### src/rtl/uart_pkg.sv
// uart_pkg
//   Definitions shared by the UART transmitter and receiver: the frame-state
//   enumeration, the default frame width, the baud counter width and the
//   clamp that keeps the half bit period usable.
//
//   Contents:
//     uart_state_t       IDLE / START / DATA / STOP
//     DATA_BITS_DEFAULT  data bits per frame (8N1 framing)
//     MIN_HALF_PERIOD    smallest half bit period, in clock cycles
//     BAUD_COUNT_W       width of the baud counters
//     effective_half()   clamps a baud_division value to MIN_HALF_PERIOD
package uart_pkg;

    typedef enum logic [1:0] {
        IDLE,
        START,
        DATA,
        STOP
    } uart_state_t;

    localparam int DATA_BITS_DEFAULT = 8;
    localparam int MIN_HALF_PERIOD   = 2;
    localparam int BAUD_COUNT_W      = 9;

    // A half period below MIN_HALF_PERIOD leaves no room to find mid-bit
    // with a synchronised line, so 0 and 1 are treated as 2. The result is
    // one bit wider than the input so that the full bit period (twice this
    // value) still fits a baud counter.
    function automatic logic [BAUD_COUNT_W-1:0] effective_half(input logic [7:0] division);
        if (division < 8'(MIN_HALF_PERIOD)) begin
            return BAUD_COUNT_W'(MIN_HALF_PERIOD);
        end
        return {1'b0, division};
    endfunction

endpackage

### src/rtl/uart_receiver_sync_bit.sv
// sync_bit
//   Multi-flop synchroniser for one asynchronous input. Every stage presets
//   to 1, which suits idle-high lines: a pin that is already low when reset
//   releases reads as a steady low, never as a fresh falling edge.
//
//   Ports:
//     clock     in   destination clock
//     reset_n   in   asynchronous active-low reset (stages preset to 1)
//     async_in  in   asynchronous input pin
//     sync_out  out  input re-timed into the clock domain
module sync_bit #(
    parameter int STAGES = 2
) (
    input  logic clock,
    input  logic reset_n,
    input  logic async_in,
    output logic sync_out
);

    logic [STAGES-1:0] chain;

    always_ff @(posedge clock or negedge reset_n) begin
        if (!reset_n) begin
            chain <= '1;
        end else begin
            chain <= {chain[STAGES-2:0], async_in};
        end
    end

    assign sync_out = chain[STAGES-1];

endmodule

### src/rtl/uart_receiver.sv
// uart_receiver
//   Receive half of the UART link: 8N1 framing, LSB first, idle-high line.
//   The start bit is qualified at mid-bit, every data bit and the stop bit
//   are sampled at their centres, and each frame ends in either a one-cycle
//   rx_valid (good stop bit) or a one-cycle rx_frame_error (stop bit low).
//
//   Ports:
//     clock           in   main clock, rising edge
//     reset_n         in   asynchronous active-low reset
//     baud_division   in   half bit period in clocks (0/1 behave as 2)
//     uart_rx         in   serial line, asynchronous, idles high
//     rx_data         out  last correctly framed byte, held until the next one
//     rx_valid        out  one-cycle pulse when rx_data updates
//     rx_frame_error  out  one-cycle pulse when the stop bit reads low
//     rx_busy         out  high whenever a frame is in progress
module uart_receiver
    import uart_pkg::*;
#(
    parameter int DATA_BITS   = DATA_BITS_DEFAULT,
    parameter int SYNC_STAGES = 2
) (
    input  logic                 clock,
    input  logic                 reset_n,
    input  logic [7:0]           baud_division,
    input  logic                 uart_rx,
    output logic [DATA_BITS-1:0] rx_data,
    output logic                 rx_valid,
    output logic                 rx_frame_error,
    output logic                 rx_busy
);

    localparam int              INDEX_W  = (DATA_BITS > 1) ? $clog2(DATA_BITS) : 1;
    localparam logic [INDEX_W-1:0] LAST_INDEX = INDEX_W'(DATA_BITS - 1);

    logic                    rx_line;
    logic                    rx_prev;
    uart_state_t             state_q;
    uart_state_t             state_d;
    logic [BAUD_COUNT_W-1:0] count_q;
    logic [BAUD_COUNT_W-1:0] count_d;
    logic [BAUD_COUNT_W-1:0] half_period;
    logic [BAUD_COUNT_W-1:0] half_terminal;
    logic [BAUD_COUNT_W-1:0] bit_terminal;
    logic [INDEX_W-1:0]      index_q;
    logic [INDEX_W-1:0]      index_d;
    logic [DATA_BITS-1:0]    shift_q;
    logic [DATA_BITS-1:0]    shift_d;
    logic [DATA_BITS-1:0]    data_d;
    logic                    valid_d;
    logic                    error_d;

    sync_bit #(
        .STAGES (SYNC_STAGES)
    ) u_rx_sync (
        .clock    (clock),
        .reset_n  (reset_n),
        .async_in (uart_rx),
        .sync_out (rx_line)
    );

    // The half period never exceeds 255, so doubling it cannot overflow the
    // 9-bit counter.
    assign half_period   = effective_half(baud_division);
    assign half_terminal = half_period - BAUD_COUNT_W'(1);
    assign bit_terminal  = {half_period[BAUD_COUNT_W-2:0], 1'b0} - BAUD_COUNT_W'(1);

    assign rx_busy = (state_q != IDLE);

    // State, counters, shift register and the registered output strobes.
    // rx_prev presets high for the same reason the synchroniser does.
    always_ff @(posedge clock or negedge reset_n) begin
        if (!reset_n) begin
            state_q        <= IDLE;
            count_q        <= '0;
            index_q        <= '0;
            shift_q        <= '0;
            rx_prev        <= 1'b1;
            rx_data        <= '0;
            rx_valid       <= 1'b0;
            rx_frame_error <= 1'b0;
        end else begin
            state_q        <= state_d;
            count_q        <= count_d;
            index_q        <= index_d;
            shift_q        <= shift_d;
            rx_prev        <= rx_line;
            rx_data        <= data_d;
            rx_valid       <= valid_d;
            rx_frame_error <= error_d;
        end
    end

    // The counter restarts from zero on every state change, so START waits
    // half a bit to land mid start bit and every later state waits a whole
    // bit to land mid-bit again. Leaving STOP at mid stop bit gives the next
    // start edge half a bit of slack even with zero idle time between frames.
    always_comb begin
        state_d = state_q;
        count_d = count_q + BAUD_COUNT_W'(1);
        index_d = index_q;
        shift_d = shift_q;
        data_d  = rx_data;
        valid_d = 1'b0;
        error_d = 1'b0;

        case (state_q)
            IDLE: begin
                count_d = '0;
                if (rx_prev && !rx_line) begin
                    state_d = START;
                end
            end

            START: begin
                if (count_q == half_terminal) begin
                    count_d = '0;
                    if (!rx_line) begin
                        state_d = DATA;
                        index_d = '0;
                    end else begin
                        state_d = IDLE;
                    end
                end
            end

            DATA: begin
                if (count_q == bit_terminal) begin
                    count_d          = '0;
                    shift_d[index_q] = rx_line;
                    if (index_q == LAST_INDEX) begin
                        state_d = STOP;
                    end else begin
                        index_d = index_q + INDEX_W'(1);
                    end
                end
            end

            STOP: begin
                if (count_q == bit_terminal) begin
                    count_d = '0;
                    state_d = IDLE;
                    if (rx_line) begin
                        data_d  = shift_q;
                        valid_d = 1'b1;
                    end else begin
                        error_d = 1'b1;
                    end
                end
            end

            default: begin
                state_d = IDLE;
            end
        endcase
    end

endmodule
### config.mk
export PLATFORM = sky130hd
export DESIGN_NAME = uart_receiver
export DESIGN_NICKNAME = d
export VERILOG_FILES = /design/src/rtl/uart_pkg.sv /design/src/rtl/uart_receiver_sync_bit.sv /design/src/rtl/uart_receiver.sv
export SDC_FILE = /design/constraint.sdc
export NUM_CORES = 1
export LEC_CHECK = 0
export BUFFER_PORTS_ARGS = -buffer_cell sky130_fd_sc_hd__buf_4
export CAP_MARGIN = 30
export CELL_PAD_IN_SITES_DETAIL_PLACEMENT = 0
export CELL_PAD_IN_SITES_GLOBAL_PLACEMENT = 1
export CORE_AREA = 2 2 82 84
export DETAILED_ROUTE_END_ITERATION = 7
export DIE_AREA = 0 0 84 86
export PLACE_DENSITY_LB_ADDON = 0.1
export SYNTH_ARGS = -nofsm -noshare
export SYNTH_HDL_FRONTEND = slang
export SYNTH_SLANG_ARGS = --single-unit
### constraint.sdc
create_clock -name clock -period 5.55 [get_ports clock]
set_input_delay 0.8325 -clock clock [delete_from_list [all_inputs] [get_ports clock]]
set_output_delay 0.8325 -clock clock [all_outputs]
set_load 0.005 [all_outputs]
==> impl_metrics.py, run 1 <==
metrics = {
    "worst_setup_path": {
        "path_class": "in2reg",
        "critPathArrivalTime_ns": 4.23,
        "cp.required_ns": 5.72,
        "path_max_fanout": 9,
        "start_kind": "input pin",
        "endpoint_kind": "register",
        "timing.rr.start": "count_q[5]",
        "crit_start": "baud_division[4]",
    },
    "synth": {
        "synth_top_family_by_area": "simple AND/OR/NAND/NOR gates",
        "synth_nets": 225,
        "yosys.area_share.adder": 0.0231,
        "syn-instance-count": 210,
        "syn_area_um2": 2160,
        "synthFlopType": "dfrtp_1",
        "yosysSeqAreaShare": 0.407,
        "async_flop_share": 1.00,
        "synth_mux_area_frac": 0.0879,
        "yosys.area_share.simple": 0.210,
        "synth-edff-count": 0,
        "synth.distinct_cells": 54,
        "synth.ff_latch_count": 35,
        "ys.warnings.count": 0,
        "synth-compound-area-share": 0.134,
        "avgSynthCellArea_um2": 10.3,
        "synth-xor-area-share": 0.0902,
    },
    "final_layout": {
        "post-route-util": 0.393,
        "nets": 239,
        "multiInputGateArea_um2": 1180,
        "layout_common_cells": "dfrtp_1, buf_4, mux2_2",
        "final_area_um2": 2470,
        "drive_gt1_frac": 0.253,
        "n_antenna_cell": 0,
        "regArea_um2": 880,
        "final_common_cell": "dfrtp_1",
        "fillerInstances": 626,
        "areaGrowthSynthToFinish_pct": 14.1,
    },
    "sta": {
        "rsz0062_at_grt": "no",
        "post-route-period-util": 0.732,
        "tightest_slew_ns": 0.672,
        "skew_ns": 0.00703,
        "final.setup.tns_ns": 0,
        "drv_slew": 0,
        "setup_violations": 0,
        "max_slew_margin": 0.549,
        "hold_viol_final": 0,
        "fmax_mhz": 246,
        "period_needed_ns": 4.06,
    },
    "clock_tree": {
        "insertion_delay_ns": 0.29,
        "htreeDepth": 2,
        "post_cts.repair.setup_buffers": 0,
        "cts_buffer_depth": 2,
        "cts_made_buffers": 5,
        "clk_pin_slew_ns": 0.07,
        "ctsResizeCount": 0,
        "cts.hold.buffers_added": 0,
        "ctsRootBufferMaster": "clkbuf_8",
        "cts_tree": "built",
        "cts_sinks": 35,
    },
    "status": {
        "run_status": "completed",
    },
    "grt": {
        "grt_use_met3": 0.0318,
        "overflow": 0,
        "grt_pass1_wl_mm": 8.47,
        "top_usage_layer": "met1",
        "grtUsageMet2": 0.212,
        "antenna_found_initial": 0,
        "grt_max_degree": 36,
        "use_met1": 0.217,
        "grt_pass1_vias": 1652,
        "track_usage": 0.147,
    },
    "floorplanning": {
        "die_y_um": 86,
        "row_count": 29,
        "die_w_um": 84,
        "ios": 22,
        "start_util": 0.345,
        "fp.coreArea_um2": 6280,
        "die_area_um2": 7220,
    },
    "route": {
        "drc_errors": 0,
        "drt_iter0_drc": 108,
        "via_per_inst": 5.69,
        "vias": 1717,
        "drt-total-wl_mm": 4.94,
        "wl_per_cell_um": 16.4,
        "antenna_left": 0,
        "first_pass_iters": 4,
    },
    "power": {
        "peakVddDrop_mv": 0.145,
        "p_leak_uw": 0.00103,
        "power_uw": 816,
        "power.density_nw_per_um2": 331,
    },
    "placement": {
        "gp_congestion": 0.826,
        "numPortBuffers": 21,
        "place_area_um2": 2360,
        "dpl.hpwl_mm": 3.51,
    },
    "hold_path": {
        "hold_start": "u_rx_sync.chain[0]",
        "hp-class": "reg2reg",
    },
    "flow_run": {
        "max_cap_violations": 0,
    },
}
## cell usage after synthesis (4+ instances only)
library cell / instances / area share
nor4_1: 9 / 0.026
nand4_1: 13 / 0.038
inv_1: 8 / 0.014
mux2_2: 15 / 0.078
nand2b_1: 4 / 0.012
nand2_1: 8 / 0.014
buf_2: 5 / 0.012
dfrtp_1: 32 / 0.37
a21oi_1: 9 / 0.021
xnor2_1: 12 / 0.049
nand3_1: 8 / 0.019
nor2_1: 9 / 0.016
clkbuf_1: 8 / 0.014
o221ai_1: 4 / 0.016
xor2_1: 5 / 0.020
ha_1: 4 / 0.023
## worst max-delay path: stages
cell and delay [ns]:
buf_4 0.15, or4_1 0.58, o21ai_0 0.31, ha_1 0.30, nand2_1 0.09, o211a_1 0.20
o31ai_1 0.40, o2111ai_1 0.29, nor4_4 0.68, mux2_2 0.41
## sequential cells by signal (all words and copies together), names as in the netlist, named ones only
register and flops:
count_q 9, rx_prev 1, index_q 3, state_q 1
rx_valid 1, rx_frame_error 1, shift_q 8, rx_data 8
u_rx_sync.chain 2
## layout make-up
type / instances / share of cell area
Timing Repair Buffer: 23 / 0.0700
Inverter: 8 / 0.0122
Multi-Input combinational cell: 151 / 0.478
Sequential cell: 35 / 0.356
Clock inverter: 2 / 0.0152
Clock buffer: 6 / 0.0294
Tap cell: 77 / 0.0390
## routing by layer
layer | share of wire | vias to the layer above
met1 | 0.51 | 851
met4 | 0.016 | 0
met3 | 0.036 | 9
met2 | 0.44 | 37
met5 | 0 | -
li1 | - | 820
## power by group
part / leakage (uW) / total, uW / internal, uW / switching [uW]
clock network: 0.0000514 / 230 / 134 / 96.2
registers: 0.000460 / 354 / 287 / 67.4
logic: 0.000521 / 231 / 99.1 / 132
## per-stage QoR
step / hold WS [ns] / setup WS (ns) / cells
finish: 0.359 / 1.49 / 302
global route: 0.370 / 1.32 / 302
floorplan: 0.345 / 1.60 / 210
detailed placement: 0.351 / 1.19 / 294
global placement: 0.347 / 1.29 / 293
CTS: 0.362 / 1.49 / 302
## cells by family (layout without fill, tap and decap cells)
group,count (synthesis),in the layout
mux,17,17
compound gates,38,38
xor+xnor,19,19
flops,35,35
simple gates,73,73
buf+inv,24,39
fa+ha+maj,4,4
## path summary, 6_finish.rpt
path,slack [ns],endpoint,cells past startpoint
setup / recovery,1.49,rx_data[5],10
hold / removal,0.36,u_rx_sync.chain[1],0
setup reg to reg,2.91,rx_data[5],5
hold reg to reg,0.36,u_rx_sync.chain[1],0
max in group asynchronous,4.71,u_rx_sync.chain[0],1
min in group asynchronous,0.49,rx_frame_error,1
Power figures use the tool's default switching activity.
==> run 2: changes to the inputs <==
Clock period 5.55 ns to 3.9 ns, I/O delays scaled along.
==> run 2 against run 1 <==
  * Utilization grew 0.36 points
  * Die area did not move
  * Sequential share of layout area is 0.32 points lower
  * Via count grew 0.76%
  * Global-route usage rose by 0.12 points
  * Cell count grew 1.7%
  * Routed wire length fell by 0.59%
  * Combinational power grew 45%
  * First-iteration DRC count fell by 14%
  * Sequential power is 41% higher
  * Clock power rose by 21%
  * Largest cell class unchanged
==> impl_metrics.py, run 2 (synthesized netlist as in run 1, its figures left out) <==
metrics = {
    "sta": {
        "tightest_slew_ns": 0.566,
        "setup_violations": 0,
        "skew_ns": 0.00903,
        "post-route-period-util": 0.924,
        "fmax_mhz": 278,
        "final.setup.tns_ns": 0,
        "drv_slew": 0,
        "max_slew_margin": 0.619,
        "rsz0062_at_grt": "no",
        "period_needed_ns": 3.60,
        "hold_viol_final": 0,
    },
    "hold_path": {
        "hp-class": "in2async",
    },
    "clock_tree": {
        "cts_sinks": 35,
        "cts_buffer_depth": 2,
        "cts.hold.buffers_added": 0,
        "cts_made_buffers": 5,
        "insertion_delay_ns": 0.29,
        "post_cts.repair.setup_buffers": 0,
        "cts_tree": "built",
        "htreeDepth": 2,
        "ctsRootBufferMaster": "clkbuf_8",
        "ctsResizeCount": 0,
        "clk_pin_slew_ns": 0.08,
    },
    "route": {
        "drc_errors": 0,
        "vias": 1730,
        "first_pass_iters": 4,
        "antenna_left": 0,
        "drt-total-wl_mm": 4.91,
        "drt_iter0_drc": 93,
        "wl_per_cell_um": 16.0,
        "via_per_inst": 5.64,
    },
    "worst_setup_path": {
        "path_class": "in2reg",
        "reg2regPathDepth": 6,
        "endpoint_kind": "register",
        "cp.required_ns": 4.07,
        "critPathArrivalTime_ns": 3.77,
        "start_kind": "input pin",
        "regToRegSetupSlack_ns": 1.60,
        "r2r-end": "rx_data[2]",
        "path_max_fanout": 9,
        "timing.rr.start": "count_q[5]",
    },
    "floorplanning": {
        "fp.coreArea_um2": 6280,
        "row_count": 29,
        "ios": 22,
        "die_w_um": 84,
        "die_area_um2": 7220,
        "start_util": 0.345,
        "die_y_um": 86,
    },
    "power": {
        "peakVddDrop_mv": 0.215,
        "power.density_nw_per_um2": 447,
        "p_leak_uw": 0.00106,
    },
    "final_layout": {
        "n_antenna_cell": 0,
        "multiInputGateArea_um2": 1180,
        "top_register": "count_q",
        "largest_reg_flops": 9,
        "final_common_cell": "dfrtp_1",
        "nets": 244,
        "drive_gt1_frac": 0.270,
        "post-route-util": 0.397,
        "final_cell_count_no_fill": 307,
        "reg_top3": "count_q: 9 flops, rx_data: 8 flops, shift_q: 8 flops",
        "areaGrowthSynthToFinish_pct": 15.1,
        "layout_common_cells": "dfrtp_1, buf_4, mux2_2",
        "regArea_um2": 880,
        "fillerInstances": 626,
    },
    "status": {
        "run_status": "completed",
    },
    "grt": {
        "track_usage": 0.148,
        "grt_pass1_wl_mm": 8.54,
        "grt_pass1_vias": 1698,
        "antenna_found_initial": 0,
        "overflow": 0,
        "grt_max_degree": 36,
    },
    "placement": {
        "numPortBuffers": 21,
        "gp_congestion": 0.822,
        "dp_cells": 299,
        "dpl.hpwl_mm": 3.62,
    },
    "flow_run": {
        "max_cap_violations": 0,
    },
}
run 2: changes by cell type in the layout (fill, tap and decap cells not counted), sizes merged:
| cell | previous run | this run |
|---|---|---|
| buf | 23 | 28 |
| bufinv | 1 | 0 |
| clkbuf | 6 | 7 |
| clkinv | 0 | 1 |
| clkinvlp | 1 | 0 |
run 2: metrics by stage:
step                      total power [uW]  hold slack, ns  instance area [um2]  setup WS [ns]
final                                 1110           0.244                 2490          0.297
after global routing                  1200           0.267                 2490         0.0212
after CTS                             1120           0.255                 2490          0.286
after detailed placement               841           0.349                 2390         0.0292
after global placement                 830           0.348                 2390         0.0901
after floorplan                        734           0.289                 2160          0.202
run 2: worst max-delay path by stage:
stage	start	to	slack (ns)	cells past startpoint
finish	baud_division[4]	rx_data[2]	0.30	11
global route	baud_division[4]	rx_data[4]	0.02	11
CTS	baud_division[4]	rx_data[0]	0.29	11
detailed placement	baud_division[4]	rx_data[5]	0.03	11
global placement	baud_division[4]	rx_data[3]	0.09	11
floorplan	baud_division[4]	rx_data[0]	0.20	10
run 2: power by group:
part / internal [uW] / switching [uW]
registers: 409 / 89.9
logic: 145 / 192
clock network: 145 / 135
run 2: final cells by class:
| cell class | count | area share |
|---|---|---|
| sequential | 35 | 0.353 |
| clock buffer | 7 | 0.0347 |
| clock inverter | 1 | 0.00352 |
| timing repair buffer | 28 | 0.0844 |
| inverter | 8 | 0.0121 |
| multi-input combinational | 151 | 0.473 |
| tap | 77 | 0.0387 |
run 2: worst max-delay path, cell delays in order:
cell and delay [ns]:
buf_4 0.15, or4_1 0.59, o21ai_0 0.34, ha_1 0.30, nor3b_1 0.31, nand2_1 0.14
xnor2_1 0.23, o2111ai_1 0.26, nor4_4 0.30, buf_4 0.22, mux2_2 0.34
run 2: per-layer routing:
| layer | GRT usage | vias up | part of all wire |
|---|---|---|---|
| met5 | 0 | - | 0 |
| met4 | 0.0411 | 0 | 0.0049 |
| met3 | 0.0327 | 2 | 0.052 |
| met2 | 0.225 | 45 | 0.45 |
| met1 | 0.214 | 842 | 0.49 |
| li1 | - | 841 | - |
